**src/rtl/cpu_seq.sv**
```systemverilog
// -----------------------------------------------------------------------------
// cpu_seq -- microinstruction sequencer for the 8-bit register/ALU/memory
// datapath.
//
// Fetches 12-bit microinstructions over a req/valid handshake. It drives the
// datapath control fields for exactly one cycle per OP. It also latches the ALU
// condition codes and resolves conditional branches and halt.
//
// Instruction word (op = [11:10]):
//    00 OP   : [9]=wrA [8:7]=selA [6:5]=selB [4:3]=aluOp [2]=imm [1:0]=selR
//    01 BR   : [9:7]=cond, [PC_W-1:0]=target
//    10 HALT
//    11 NOP
//
// Parameters:
//    PC_W        program-counter width, legal range 1..7 (a branch target must
//                not overlap the cond field at [9:7])
//
// Ports:
//    clk         rising-edge clock
//    rst         synchronous reset, active-high
//    start       1-cycle pulse; begins execution at PC 0 from IDLE or HALT
//    step        (CPU_SEQ_STEP_EN only) single-step enable for OP/BR
//    imem_req    fetch request, held until imem_valid
//    imem_addr   fetch address (= pc)
//    imem_valid  imem_rdata valid; may coincide with imem_req or come later
//    imem_rdata  instruction word
//    cc          datapath condition codes (combinational from the ALU)
//    wrA         1 = write register file, 0 = memory/output-register store
//    selA, selB  register selects
//    aluOp       ALU operation
//    imm         immediate select (+1 / -1)
//    selR        result mux select
//    busy        high while fetching/executing
//    halted      high in HALT
//    pc          current program counter
//
// Optional feature:
//    `define CPU_SEQ_STEP_EN adds the `step` input. An OP or BR fetched while
//    step is low is parked in ir. During that time imem_req is low and the idle
//    encoding is driven. A later step=1 releases it. One step pulse therefore
//    executes exactly one non-NOP instruction. Without the macro the sequencer
//    runs freely.
// -----------------------------------------------------------------------------
module cpu_seq #(
   parameter int PC_W = 6
) (
   input  logic            clk,
   input  logic            rst,
   input  logic            start,
`ifdef CPU_SEQ_STEP_EN
   input  logic            step,
`endif
   output logic            imem_req,
   output logic [PC_W-1:0] imem_addr,
   input  logic            imem_valid,
   input  logic [11:0]     imem_rdata,
   input  logic [5:0]      cc,
   output logic            wrA,
   output logic [1:0]      selA,
   output logic [1:0]      selB,
   output logic [1:0]      aluOp,
   output logic            imm,
   output logic [1:0]      selR,
   output logic            busy,
   output logic            halted,
   output logic [PC_W-1:0] pc
);

   // Opcodes
   localparam logic [1:0] OPC_OP   = 2'b00;
   localparam logic [1:0] OPC_BR   = 2'b01;
   localparam logic [1:0] OPC_HALT = 2'b10;
   localparam logic [1:0] OPC_NOP  = 2'b11;

   // Idle control word {wrA, selA, selB, aluOp, imm, selR}. It selects R0 as
   // the result source and writes it back to R0 with no store. Driving it
   // outside EXEC keeps the datapath state unchanged.
   localparam logic [9:0] IDLE_CTRL = 10'b1_00_00_00_0_10;

   // Branch condition that is always taken (cond 6 is never taken).
   localparam logic [2:0] COND_ALWAYS = 3'd7;

   typedef enum logic [2:0] {
      S_IDLE   = 3'd0,
      S_FETCH  = 3'd1,
      S_EXEC   = 3'd2,
      S_BRANCH = 3'd3,
      S_HALT   = 3'd4,
      S_HOLD   = 3'd5   // instruction parked waiting for step
   } state_t;

   state_t          state_reg, state_next;
   logic [PC_W-1:0] pc_reg, pc_next;
   logic [11:0]     ir_reg, ir_next;
   logic [5:0]      cc_q_reg, cc_q_next;

   logic [9:0]      ctrl_next;
   logic            req_next;
   logic            busy_next;
   logic            halted_next;

   // Decoded views of the current and incoming instruction.
   logic [1:0]      rdata_op;
   logic [1:0]      ir_op;
   logic [2:0]      br_cond;
   logic [PC_W-1:0] br_target;
   logic [7:0]      cc_ext;
   logic            br_taken;
   logic [PC_W-1:0] pc_inc;
   logic            step_ok;

   assign rdata_op  = imem_rdata[11:10];
   assign ir_op     = ir_reg[11:10];
   assign br_cond   = ir_reg[9:7];
   assign br_target = ir_reg[PC_W-1:0];

   // The latched flags are padded to 8 entries so that cond can index the
   // vector directly. Index 6 reads a constant 0, so cond 6 is never taken.
   // cond 7 is handled separately as "always".
   assign cc_ext   = {2'b00, cc_q_reg};
   assign br_taken = (br_cond == COND_ALWAYS) || cc_ext[br_cond];

   // pc wraps naturally at 2**PC_W.
   assign pc_inc = pc_reg + PC_W'(1);

`ifdef CPU_SEQ_STEP_EN
   assign step_ok = step;
`else
   assign step_ok = 1'b1;
`endif

   // ------------------------------------------------------------------------
   // State and datapath registers
   // ------------------------------------------------------------------------
   always_ff @(posedge clk) begin
      if (rst) begin
         state_reg <= S_IDLE;
         pc_reg    <= '0;
         ir_reg    <= '0;
         cc_q_reg  <= '0;
      end else begin
         state_reg <= state_next;
         pc_reg    <= pc_next;
         ir_reg    <= ir_next;
         cc_q_reg  <= cc_q_next;
      end
   end

   // ------------------------------------------------------------------------
   // Next-state and output decode
   // ------------------------------------------------------------------------
   always_comb begin
      state_next  = state_reg;
      pc_next     = pc_reg;
      ir_next     = ir_reg;
      cc_q_next   = cc_q_reg;
      ctrl_next   = IDLE_CTRL;
      req_next    = 1'b0;
      busy_next   = 1'b0;
      halted_next = 1'b0;

      case (state_reg)
         S_IDLE: begin
            if (start) begin
               pc_next    = '0;
               state_next = S_FETCH;
            end
         end

         S_FETCH: begin
            busy_next = 1'b1;
            req_next  = 1'b1;
            if (imem_valid) begin
               ir_next = imem_rdata;
               case (rdata_op)
                  OPC_OP:   state_next = step_ok ? S_EXEC : S_HOLD;
                  OPC_BR:   state_next = step_ok ? S_BRANCH : S_HOLD;
                  OPC_HALT: state_next = S_HALT;
                  // NOP: advance and fetch again without leaving FETCH.
                  OPC_NOP:  pc_next = pc_inc;
                  default:  state_next = S_FETCH;
               endcase
            end
         end

         S_EXEC: begin
            busy_next  = 1'b1;
            ctrl_next  = ir_reg[9:0];
            // Flags are captured only here. A branch therefore sees the flags
            // of the most recent OP, never the flags of idle-encoding cycles.
            cc_q_next  = cc;
            pc_next    = pc_inc;
            state_next = S_FETCH;
         end

         S_BRANCH: begin
            busy_next  = 1'b1;
            pc_next    = br_taken ? br_target : pc_inc;
            state_next = S_FETCH;
         end

         S_HALT: begin
            halted_next = 1'b1;
            if (start) begin
               pc_next    = '0;
               state_next = S_FETCH;
            end
         end

`ifdef CPU_SEQ_STEP_EN
         S_HOLD: begin
            // The instruction is already in ir. The fetch is complete, so the
            // request stays low while waiting for step.
            busy_next = 1'b1;
            if (step) begin
               state_next = (ir_op == OPC_BR) ? S_BRANCH : S_EXEC;
            end
         end
`endif

         default: state_next = S_IDLE;
      endcase
   end

   // ------------------------------------------------------------------------
   // Outputs
   // ------------------------------------------------------------------------
   assign imem_req  = req_next;
   assign imem_addr = pc_reg;
   assign pc        = pc_reg;
   assign busy      = busy_next;
   assign halted    = halted_next;
   assign {wrA, selA, selB, aluOp, imm, selR} = ctrl_next;

`ifndef CPU_SEQ_STEP_EN
   // Without single-stepping, ir is only decoded through its fields and
   // ir_op is not needed.
   logic unused_ir_op;
   assign unused_ir_op = ^ir_op;
`endif

endmodule

```
**config.mk**
```make
export PLATFORM = sky130hd
export DESIGN_NAME = cpu_seq
export DESIGN_NICKNAME = d
export VERILOG_FILES = /design/src/rtl/cpu_seq.sv
export SDC_FILE = /design/constraint.sdc
export NUM_CORES = 1
export LEC_CHECK = 0
export ABC_AREA = 1
export CORE_UTILIZATION = 49
export CTS_BUF_LIST = sky130_fd_sc_hd__clkbuf_4 sky130_fd_sc_hd__clkbuf_8 sky130_fd_sc_hd__clkbuf_16
export DETAILED_ROUTE_END_ITERATION = 8
export PLACE_DENSITY_LB_ADDON = 0.08
export SLEW_MARGIN = 20
export SYNTH_ARGS = -nofsm -noshare
export SYNTH_HDL_FRONTEND = slang
export SYNTH_SLANG_ARGS = --single-unit
```
**constraint.sdc**
```tcl
create_clock -name clk -period 2.4 [get_ports clk]
set_input_delay 0.48 -clock clk [delete_from_list [all_inputs] [get_ports clk]]
set_output_delay 0.48 -clock clk [all_outputs]
set_load 0.05 [all_outputs]
```
* Word level (Yosys, flattened, before mapping)
Cells that the tools add are included.
** Operators by class
- $lt $le $gt $ge :: 1
- Equal/unequal tests :: 12
- Reduce and logical (&&, ||, !) cells :: 10
- Mux-type cells :: 15
- Add/subtract/negate cells :: 1
** Operators by type and width (count)
- $mux W6 :: 4
- $pmux W6 S4 :: 1
- $pmux W3 S3 :: 2
- $mux W10 :: 1
- $add A6 B1 Y6 const B :: 1
- $eq A3 B2 Y1 const B :: 2
- $eq A3 B3 Y1 const B :: 2
- $mux W3 :: 2
- $eq A2 B2 Y1 const B :: 2
- $lt A3 B4 Y1 const B :: 1
- $mux W1 :: 4
- $ne A2 B2 Y1 const B :: 2
- $ne A4 B1 Y1 const B :: 1
- $reduce_and A4 Y1 :: 1
- $reduce_bool A4 Y1 :: 1
- $reduce_or A2 Y1 :: 2
- $bmux W1 S3 :: 1
- $eq A3 B1 Y1 const B :: 1
- $logic_not A3 Y1 :: 1
- $reduce_and A3 Y1 :: 1
- $reduce_or A3 Y1 :: 1
- $eq A2 B1 Y1 const B :: 1
- $logic_not A2 Y1 :: 1
- $ne A2 B1 Y1 const B :: 1
- 2 further kinds :: 2
** Storage, ports and cells
- Output and inout port bits :: 25
- Word-level logic and storage cells :: 43
- Flip-flop bits (word level) :: 25
- Input bits :: 22

* Longest topological paths before layout
Gate-level depths: netlist (run 1).
- Depth in word-level cells :: 5
- Gate-level depth with buffers :: 10
- Mapped depth without buffers :: 10

* Least setup slack after synthesis (run 1)
OpenSTA, ideal clock, no wires.
- Path kind :: register -> output
- From :: reg state_reg[1]
- To :: out aluOp[0]
- Data required time :: 1.920 ns
- Path buffers :: 1
- Cell stages (with the launch flop) :: 6
- Arrival :: 1.577 ns
- Setup slack :: 0.343 ns
- Path through :: dfxtp_1 > nand2_4 > nor2_2 > inv_2 > buf_2 > nor2_1
** Between the ends
- Word-level cells in the longest chain between the ends :: 2
** Ends and longest elaborated chain
- from (decl) :: line 93 : state_t state_reg, state_next;
- from (signal assigned) :: line 143 : state_reg <= state_next;
- $eq A3 B2 Y1 :: line 163 : case (state_reg)
- $mux W10 :: line 163
- to (decl) :: line 62 : output logic [1:0] aluOp,
No other way between the ends.

* Worst setup path in the final report (run 1)
- From :: reg state_reg[1]
- To :: out busy
** Between the ends
- Word-level cells in the longest chain between the ends :: 3
** Ends and longest elaborated chain
- $eq A3 B1 Y1 or $eq A3 B2 Y1 (tied branches) :: line 163
- $reduce_or A3 Y1 (no line) (*)
- $mux W1 (*) :: line 163
- to (decl) :: line 65 : output logic busy,
Mark *: on every way between the ends. The rest lies on a longest branch, timed or not.

==> metrics.txt, run 1 <==
post-route cell area 1858 µm²; Hold Slack 0.4632 ns; CTS tree yes; final period utilization 0.9708; htree depth 1; routed len/inst 10.95 µm; hold path depth 2; dpl cell area 1826 µm²; warning count from the yosys run 0; post-synthesis cell area 1418 µm²; Power Density 569.7 nW/µm²; Internal Pwr Total 0.0006586 W; Initial Utilization 0.5141; Least-Margin Pin Slew 0.5566 ns; I/O pin count 47; Max Transition Viols Final 0; # diodes 0; Post-Route Skew 0.002993 ns; r2r endpoint imem_addr[3]; setup TNS 0 ns; combinational share of power 0.355; DRC viols 0; share of power burned in registers 0.448; Post-synth top flop dfxtp_1; cts repair resizes 0; Reg2Reg Setup Slack 1.03 ns; Final Util 0.6738; clock sinks 25; Synth async-reset ratio 0; worst-skew pair later-pin latency 0.33 ns; status finished clean; NetSw 0.0003999 W; Leakage 0.7739 nW; Synthesized Nets 232; Overflow after GRT 0; Synth top area share 0.3530; top-count cell post-synth nor2_1; Fin. Hold Viols 0; number of port buffers 46; largest net degree at the start of global routing 23; Post-CTS Setup Repair Bufs 0; Post-CTS Hold Fix Bufs 0; crit path kind flop to output pin; top cell family by delay on the critical path buffers and inverters; RR Startpoint ir_reg[8]; Root Driver clkbuf_4; share of power burned in the clock network 0.197; Avg Synthesized Cell Area 6.783 µm²; busiest grt layer met2; EDFF count, synth 0; met3 Use GR 0.05581; clock transition at the registers of the reported paths 0.14 ns; sw frac 0.3778; vias in the first global route 1124; Vias 1421; Max IR drop VDD 0.0004963 V; Syn Inst Count 209; Max Clock Freq 429.2 MHz; CP Buf/Inv Count 1; first-pass GRT wire length 4968 µm; drt initial violations 29; Area contributors post-synth dfxtp_1 35%, o21ai_0 8.5%, nor2_1 7.7%, nand3_1 7.1%, nand2_1 6.9%; layout cells sized above 1 0.1526; met2 global-route usage 0.3408; HP Start ir_reg[6]; DRT antenna net count 0; HP Class flop to flop; Crit Path Max Fanout 5; Period minus WS final 2.330 ns; max reg flops 10; WL final 3067 µm; Tot GR Track Use 0.2002; Unique masters post-synth 30; critical path startpoint category flop; critical path endpoint category output pin; initial antenna violation count 0; die height 55.79 µm; Hold Path Sink ir_reg[6]; Die Width 55.79 µm; Post-synth top cells 29 x nor2_1, 26 x nand2_1, 25 x dfxtp_1, 24 x o21ai_0, 23 x inv_1; RSZ-0062 raised after global routing no; #FFs+latches synth 25; post-synthesis sequential area ratio 0.3530; multi-input logic area 723.2 µm²; Sequential Area 500.5 µm²; Worst Reg-to-Reg Cells 7; row count 19; GP Congestion 0.7526; Worst Path Arrival 1.85 ns; P&R area growth vs syn 31.07%; Die ar. 3112 µm²; worst endpoint required time 1.92 ns; biggest area consumer among synthesized cells dfxtp_1; Core Area 2758 µm²; Max stage delay on crit path 0.83 ns; Slowest cell on crit path clkdlybuf4s50_1; Critical Path, Cell by Cell nand2_4 -> o21ai_0 -> clkdlybuf4s50_1; Initial DRT Pass Iterations 4; Max Root-Sink Buffers 2; max-cap viol count 0; Fillers 265; met1 usage 0.2478; vias per inst 5.075; Max-slew headroom 0.6285; cts bufs inserted 3; HPWL reported at the end of detailed placement 2231 µm; fin nets 273; final setup violation count 0
==> per-layer routing <==
metal | vias to the layer above | part of all wire
li1 | 747 | -
met1 | 638 | 0.48
met2 | 31 | 0.47
met3 | 5 | 0.044
met4 | 0 | 0.0075
met5 | - | 0
==> layout make-up <==
cell class / count / share of cell area
flip-flops and latches: 25 / 0.2694
repair buffers: 46 / 0.2370
clock buffers: 4 / 0.01616
inverters: 33 / 0.06734
well taps: 31 / 0.02088
multi-input cells: 141 / 0.3892
==> worst max path at each step <==
stage,start,end,slack [ns],depth (start not counted)
floorplan,state_reg[1],aluOp[0],0.34,5
global placement,state_reg[2],wrA,0.41,5
detailed placement,state_reg[2],wrA,0.39,5
CTS,state_reg[2],wrA,0.001,5
global route,state_reg[1],busy,0.01,3
finish,state_reg[1],busy,0.07,3
==> worst register-to-register path, stage by stage, from the launching register on <==
cell and delay [ns]:
dfxtp_1 0.40, inv_2 0.08, nand3_1 0.09, nand3_1 0.28, nand2_2 0.22, nand2_1 0.07
nand3_1 0.08, a21oi_1 0.06
==> cell families (layout without fill, tap and decap cells) <==
kind of cell / Yosys count / count (layout) / share of synthesized area
compound gates: 47 / 47 / 0.1748
flops: 25 / 25 / 0.3530
xor+xnor: 2 / 2 / 0.01236
buf+inv: 43 / 83 / 0.1368
simple gates: 91 / 91 / 0.3142
fa+ha+maj: 1 / 1 / 0.008825
==> through the flow <==
| step | power (W) | instances | worst slack [ns] |
|---|---|---|---|
| global route | 0.001112 | 280 | 0.01260 |
| CTS | 0.001063 | 280 | 0.001440 |
| global placement | 0.0008566 | 276 | 0.4126 |
| finish | 0.001058 | 280 | 0.07004 |
| detailed placement | 0.0008588 | 276 | 0.3908 |
| floorplan | 0.0007551 | 209 | 0.3429 |
==> layout by cell type, fill, tap and decap left out, types with 3 or more instances in the layout <==
master	count
inv_2	9
nor2_1	29
clkdlybuf4s50_1	36
buf_4	9
dfxtp_1	25
inv_1	23
o21ai_0	24
nand3_1	20
nand2_2	3
nor2_2	3
nand2_1	26
a21oi_1	19
clkbuf_4	4
==> power groups by stage <==
stage | logic [W] | clock network (W) | registers, W
floorplan | 0.000238 | 0 | 0.000517
global placement | 0.000373 | 0 | 0.000483
detailed placement | 0.000376 | 0 | 0.000483
CTS | 0.000377 | 0.000212 | 0.000474
global route | 0.000406 | 0.000227 | 0.000479
finish | 0.000376 | 0.000208 | 0.000475
(Power assumes the default switching activity.)
==> run 2: changes to the inputs <==
--- a/config.mk
+++ b/config.mk
@@ -9,6 +9,7 @@
 export CORE_UTILIZATION = 49
 export CTS_BUF_LIST = sky130_fd_sc_hd__clkbuf_4 sky130_fd_sc_hd__clkbuf_8 sky130_fd_sc_hd__clkbuf_16
 export DETAILED_ROUTE_END_ITERATION = 8
+export GPL_TIMING_DRIVEN = 0
 export PLACE_DENSITY_LB_ADDON = 0.08
 export SLEW_MARGIN = 20
 export SYNTH_ARGS = -nofsm -noshare
==> run 2 against run 1 <==
  * Clock power decreased by 3%
  * Critical path depth unchanged
  * First-iteration DRC count increased by 69%
  * Clock skew decreased by 0.00080 ns
  * Sequential cell count unchanged
  * Sequential power about the same
  * Core utilization increased by 2.0 points
  * Via count increased by 2.0%
==> metrics.txt, run 2 (synthesized netlist as in run 1, its figures left out) <==
status finished clean; Post-Layout Cell Count 290; Core Area 2758 µm²; fin nets 283; Max-slew headroom 0.6679; Post-CTS Setup Repair Bufs 0; WL final 3240 µm; critical path endpoint category output pin; Period minus WS final 2.300 ns; largest net degree at the start of global routing 16; Reg2Reg Setup Slack 1.01 ns; vias in the first global route 1308; clock transition at the registers of the reported paths 0.15 ns; vias per inst 5.000; Setup Slack @ Placement -0.08563 ns; Max IR drop VDD 0.0004617 V; RSZ-0062 raised after global routing no; Inst Count DP 286; row count 19; Least-Margin Pin Slew 0.4966 ns; r2r endpoint imem_addr[3]; Leakage 0.8202 nW; Root Driver clkbuf_4; HP Class flop to flop; Die ar. 3112 µm²; CP startpoint state_reg[2]; Initial Utilization 0.5141; DRT antenna net count 0; Worst Reg-to-Reg Cells 8; critical path startpoint category flop; layout cells sized above 1 0.1815; Post-CTS Hold Fix Bufs 0; Power Density 560.8 nW/µm²; Initial DRT Pass Iterations 4; Post-Route Skew 0.002193 ns; first-pass GRT wire length 5457 µm; routed len/inst 11.17 µm; I/O pin count 47; crit path kind flop to output pin; Worst setup endpoint halted; worst endpoint required time 1.92 ns; max reg flops 10; worst setup margin 0.09973 ns; Tot GR Track Use 0.2170; CTS tree yes; most frequent cells in the layout 35 x clkdlybuf4s50_1, 29 x nor2_1, 26 x nand2_1; Worst Path Arrival 1.82 ns; GP Congestion 0.7996; Max Transition Viols Final 0; max-cap viol count 0; Max Root-Sink Buffers 2; Overflow after GRT 0; commonest non-fill, non-tap cell in the layout clkdlybuf4s50_1; DRC viols 0; die height 55.79 µm; clock sinks 25; RR Startpoint ir_reg[8]; P&R area growth vs syn 34.86%; Die Width 55.79 µm; worst-skew pair later-pin latency 0.33 ns; final setup violation count 0; cts bufs inserted 3; htree depth 1; HPWL reported at the end of detailed placement 2447 µm; number of port buffers 46; final period utilization 0.9584; drt initial violations 49; # diodes 0; Fin. Hold Viols 0; Crit Path Max Fanout 5; Vias 1450; initial antenna violation count 0; Max Clock Freq 434.7 MHz
==> run 2: critical path: stages, from the launching register on <==
cell and delay, ns:
dfxtp_1 0.47, inv_2 0.10, nor2_1 0.11, clkdlybuf4s50_1 0.81
==> run 2: cell type report <==
type / instances / area (µm²)
clock buffer: 3 / 22.52
clock inverter: 1 / 7.507
inverter: 33 / 125.1
tap: 31 / 38.79
fill: 263 / 845.8
multi-input combinational: 141 / 723.2
sequential: 25 / 501.7
buffer: 10 / 68.82
timing repair buffer: 46 / 424.2
==> run 2: repair_timing <==
item                                    CTS  global route
resized for setup                        31            20
pin swaps                                 0             0
endpoints found under the setup margin   10            10
==> run 2: per-stage QoR <==
| step | utilization | TNS (ns) | instance area (µm²) | hold slack (ns) | power [W] |
|---|---|---|---|---|---|
| after CTS | 0.7078 | 0 | 1952 | 0.4650 | 0.001079 |
| after detailed placement | 0.6951 | -0.4127 | 1917 | 0.4447 | 0.0008827 |
| final | 0.6933 | 0 | 1912 | 0.4636 | 0.001072 |
| after floorplan | - | 0 | 1418 | 0.4290 | 0.0007551 |
| after global routing | 0.6933 | 0 | 1912 | 0.4884 | 0.001136 |
| after global placement | 0.6951 | -0.1942 | 1917 | 0.4437 | 0.0008760 |
==> run 2: per-layer routing <==
layer,vias to the layer above,GRT usage,share of wire
li1,768,-,-
met1,642,0.2613,0.46
met2,35,0.3924,0.50
met3,5,0.02558,0.034
met4,0,0.08214,0.012
met5,-,0,0
==> run 2: how the worst min path moves through the flow <==
stage	cells after the start	endpoint	from
3_3_place_gp	2	ir_reg[6]	ir_reg[6]
5_1_grt	2	ir_reg[6]	ir_reg[6]
2_1_floorplan	2	cc_q_reg[5]	cc_q_reg[5]
4_1_cts	2	ir_reg[6]	ir_reg[6]
3_5_place_dp	2	ir_reg[6]	ir_reg[6]
6_report	2	ir_reg[6]	ir_reg[6]
==> run 2: power by group <==
part	leakage [nW]	internal [W]	switching [W]
clock network	0.0139	0.0000638	0.000137
registers	0.205	0.000446	0.0000300
logic	0.601	0.000152	0.000244
total	0.820	0.000661	0.000411
==> run 3: changes to the inputs <==
--- a/config.mk
+++ b/config.mk
@@ -5,7 +5,7 @@
 export SDC_FILE = /design/constraint.sdc
 export NUM_CORES = 1
 export LEC_CHECK = 0
-export ABC_AREA = 1
+export ABC_AREA = 0
 export CORE_UTILIZATION = 49
 export CTS_BUF_LIST = sky130_fd_sc_hd__clkbuf_4 sky130_fd_sc_hd__clkbuf_8 sky130_fd_sc_hd__clkbuf_16
 export DETAILED_ROUTE_END_ITERATION = 8
==> run 3 against run 2 <==
  * Core utilization grew 0.76 points
  * Largest power group unchanged
  * Critical path type unchanged
  * Largest cell class unchanged
  * First-iteration DRC count increased by 8.2%
  * Critical path depth rose by 3
==> metrics.txt, run 3 <==
status finished clean; Slowest cell on crit path dfxtp_1; Syn Inst Count 181; Die ar. 3162 µm²; Period minus WS final 2.316 ns; Tot GR Track Use 0.2349; WL final 3494 µm; routed len/inst 13.23 µm; worst endpoint required time 1.92 ns; largest net degree at the start of global routing 15; clock transition at the registers of the reported paths 0.14 ns; multi-input logic area 827.0 µm²; HPWL reported at the end of detailed placement 2702 µm; worst-skew pair later-pin latency 0.32 ns; final period utilization 0.9652; max reg flops 10; drt initial violations 53; critical path startpoint category flop; Initial DRT Pass Iterations 4; Post-synth top flop dfxtp_1; GP Congestion 0.8318; critical path's most frequent cell buf_2; Post-Route Skew 0.002053 ns; fin nets 257; Power Density 424.1 nW/µm²; Total Power 0.0008267 W; Inst Count DP 257; Max Transition Viols Final 0; biggest area consumer among synthesized cells dfxtp_1; htree depth 1; Max-slew headroom 0.6155; #FFs+latches synth 25; Core Area 2781 µm²; Die Width 56.24 µm; Post-Layout Cell Count 264; Max Clock Freq 431.7 MHz; Worst Path Arrival 1.84 ns; DRT antenna net count 0; warning count from the yosys run 0; Leakage 0.7984 nW; # diodes 0; Final Util 0.7009; Vias 1422; Area contributors post-synth dfxtp_1 35%, mux2i_1 8.3%, nand2_1 6.8%, a21oi_1 4.9%, nor2_1 4.4%; Crit Path Max Fanout 10; CTS tree yes; final setup violation count 0; first-pass GRT wire length 5975 µm; commonest non-fill, non-tap cell in the layout clkdlybuf4s50_1; Synth top area share 0.3472; DRC viols 0; vias in the first global route 1332; crit path kind flop to output pin; Fillers 251; clock sinks 25; Least-Margin Pin Slew 0.5742 ns; Overflow after GRT 0; Max stage delay on crit path 0.33 ns; vias per inst 5.386; Root Driver clkbuf_4; number of port buffers 45; most frequent cells in the layout 32 x clkdlybuf4s50_1, 26 x nand2_1, 25 x dfxtp_1; critical path endpoint category output pin; initial antenna violation count 0; HP Class flop to flop; setup TNS 0 ns; Synthesized Nets 204; EDFF count, synth 0; Unique masters post-synth 37; max-cap viol count 0; post-synthesis sequential area ratio 0.3472; I/O pin count 47; Initial Utilization 0.5182; P&R area growth vs syn 35.24%; Avg Synthesized Cell Area 7.963 µm²; die height 56.24 µm; Max IR drop VDD 0.0002947 V; Max Root-Sink Buffers 2; CP Buf/Inv Count 3; Critical Path, Cell by Cell buf_2 -> nand2b_1 -> nor2_4 -> buf_2 -> and2_2 -> buf_2; layout cells sized above 1 0.1459; Synth async-reset ratio 0; row count 19; cts bufs inserted 3; Fin. Hold Viols 0; post-synthesis cell area 1441 µm²; top-count cell post-synth nand2_1; Hold Slack 0.4650 ns; top cell family by delay on the critical path buffers and inverters; Sequential Area 500.5 µm²; Post-synth top cells 26 x nand2_1, 25 x dfxtp_1, 17 x nor2_1, 14 x a21oi_1, 12 x mux2i_1
==> run 3: layout make-up <==
class	instances	area share
multi-input combinational	136	0.4243
sequential	25	0.2567
timing repair buffer	48	0.2221
buffer	17	0.05712
tap	31	0.01990
clock buffer	3	0.01155
inverter	3	0.005777
clock inverter	1	0.002567
==> run 3: final timing paths <==
check,start,cells past startpoint,end,slack (ns)
worst min-delay path,ir_reg[6],2,ir_reg[6],0.46
worst max register to register,state_reg[0],6,imem_addr[4],0.41
worst max-delay path,state_reg[1],6,selA[1],0.08
worst min register to register,ir_reg[6],2,ir_reg[6],0.46
==> run 3: repair_timing <==
item | in CTS | in global routing
resized for setup | 47 | 3
hold buffers | 0 | 0
setup endpoints to repair | 12 | 9
buffers inserted | 0 | 3
pin swaps | 0 | 1
==> run 3: report_power, final <==
| part | total [W] | internal, W | switching (W) |
|---|---|---|---|
| combinational | 0.000193 | 0.0000878 | 0.000105 |
| clock | 0.000195 | 0.0000624 | 0.000132 |
| sequential | 0.000439 | 0.000428 | 0.0000113 |
| total | 0.000827 | 0.000578 | 0.000249 |
==> run 3: per-layer routing <==
| metal | part of all wire | up-vias | wire [µm] | GRT usage |
|---|---|---|---|---|
| li1 | - | 725 | - | - |
| met2 | 0.50 | 35 | 1747 | 0.4014 |
| met3 | 0.034 | 2 | 118 | 0.02791 |
| met4 | 0.0034 | 0 | 12 | 0.05575 |
| met5 | 0 | - | 0 | 0 |
| met1 | 0.46 | 660 | 1614 | 0.3155 |
==> run 3: logic make-up (layout without fill, tap and decap cells) <==
family          after synthesis  count (layout)  share of synthesized area
mux                          14              14                     0.1016
xor+xnor                      4               4                    0.02431
simple gates                 77              77                     0.2613
compound gates               40              40                     0.1727
buf+inv                      20              72                    0.08419
flops                        25              25                     0.3472
fa+ha+maj                     1               1                   0.008679
==> run 3: stage by stage <==
stage	setup slack (ns)	cell area, µm²
6_report	0.08360	1949
5_1_grt	-0.006701	1949
4_1_cts	0.007259	1922
3_5_place_dp	-0.4738	1931
3_3_place_gp	-0.4241	1931
2_1_floorplan	0.3047	1441
==> run 3: worst register-to-register path: stages, from the launching register on <==
cell	delay, ns
dfxtp_1	0.34
clkbuf_1	0.21
or3b_2	0.50
o211ai_1	0.29
a21bo_2	0.29
a22oi_1	0.17
o22ai_1	0.09
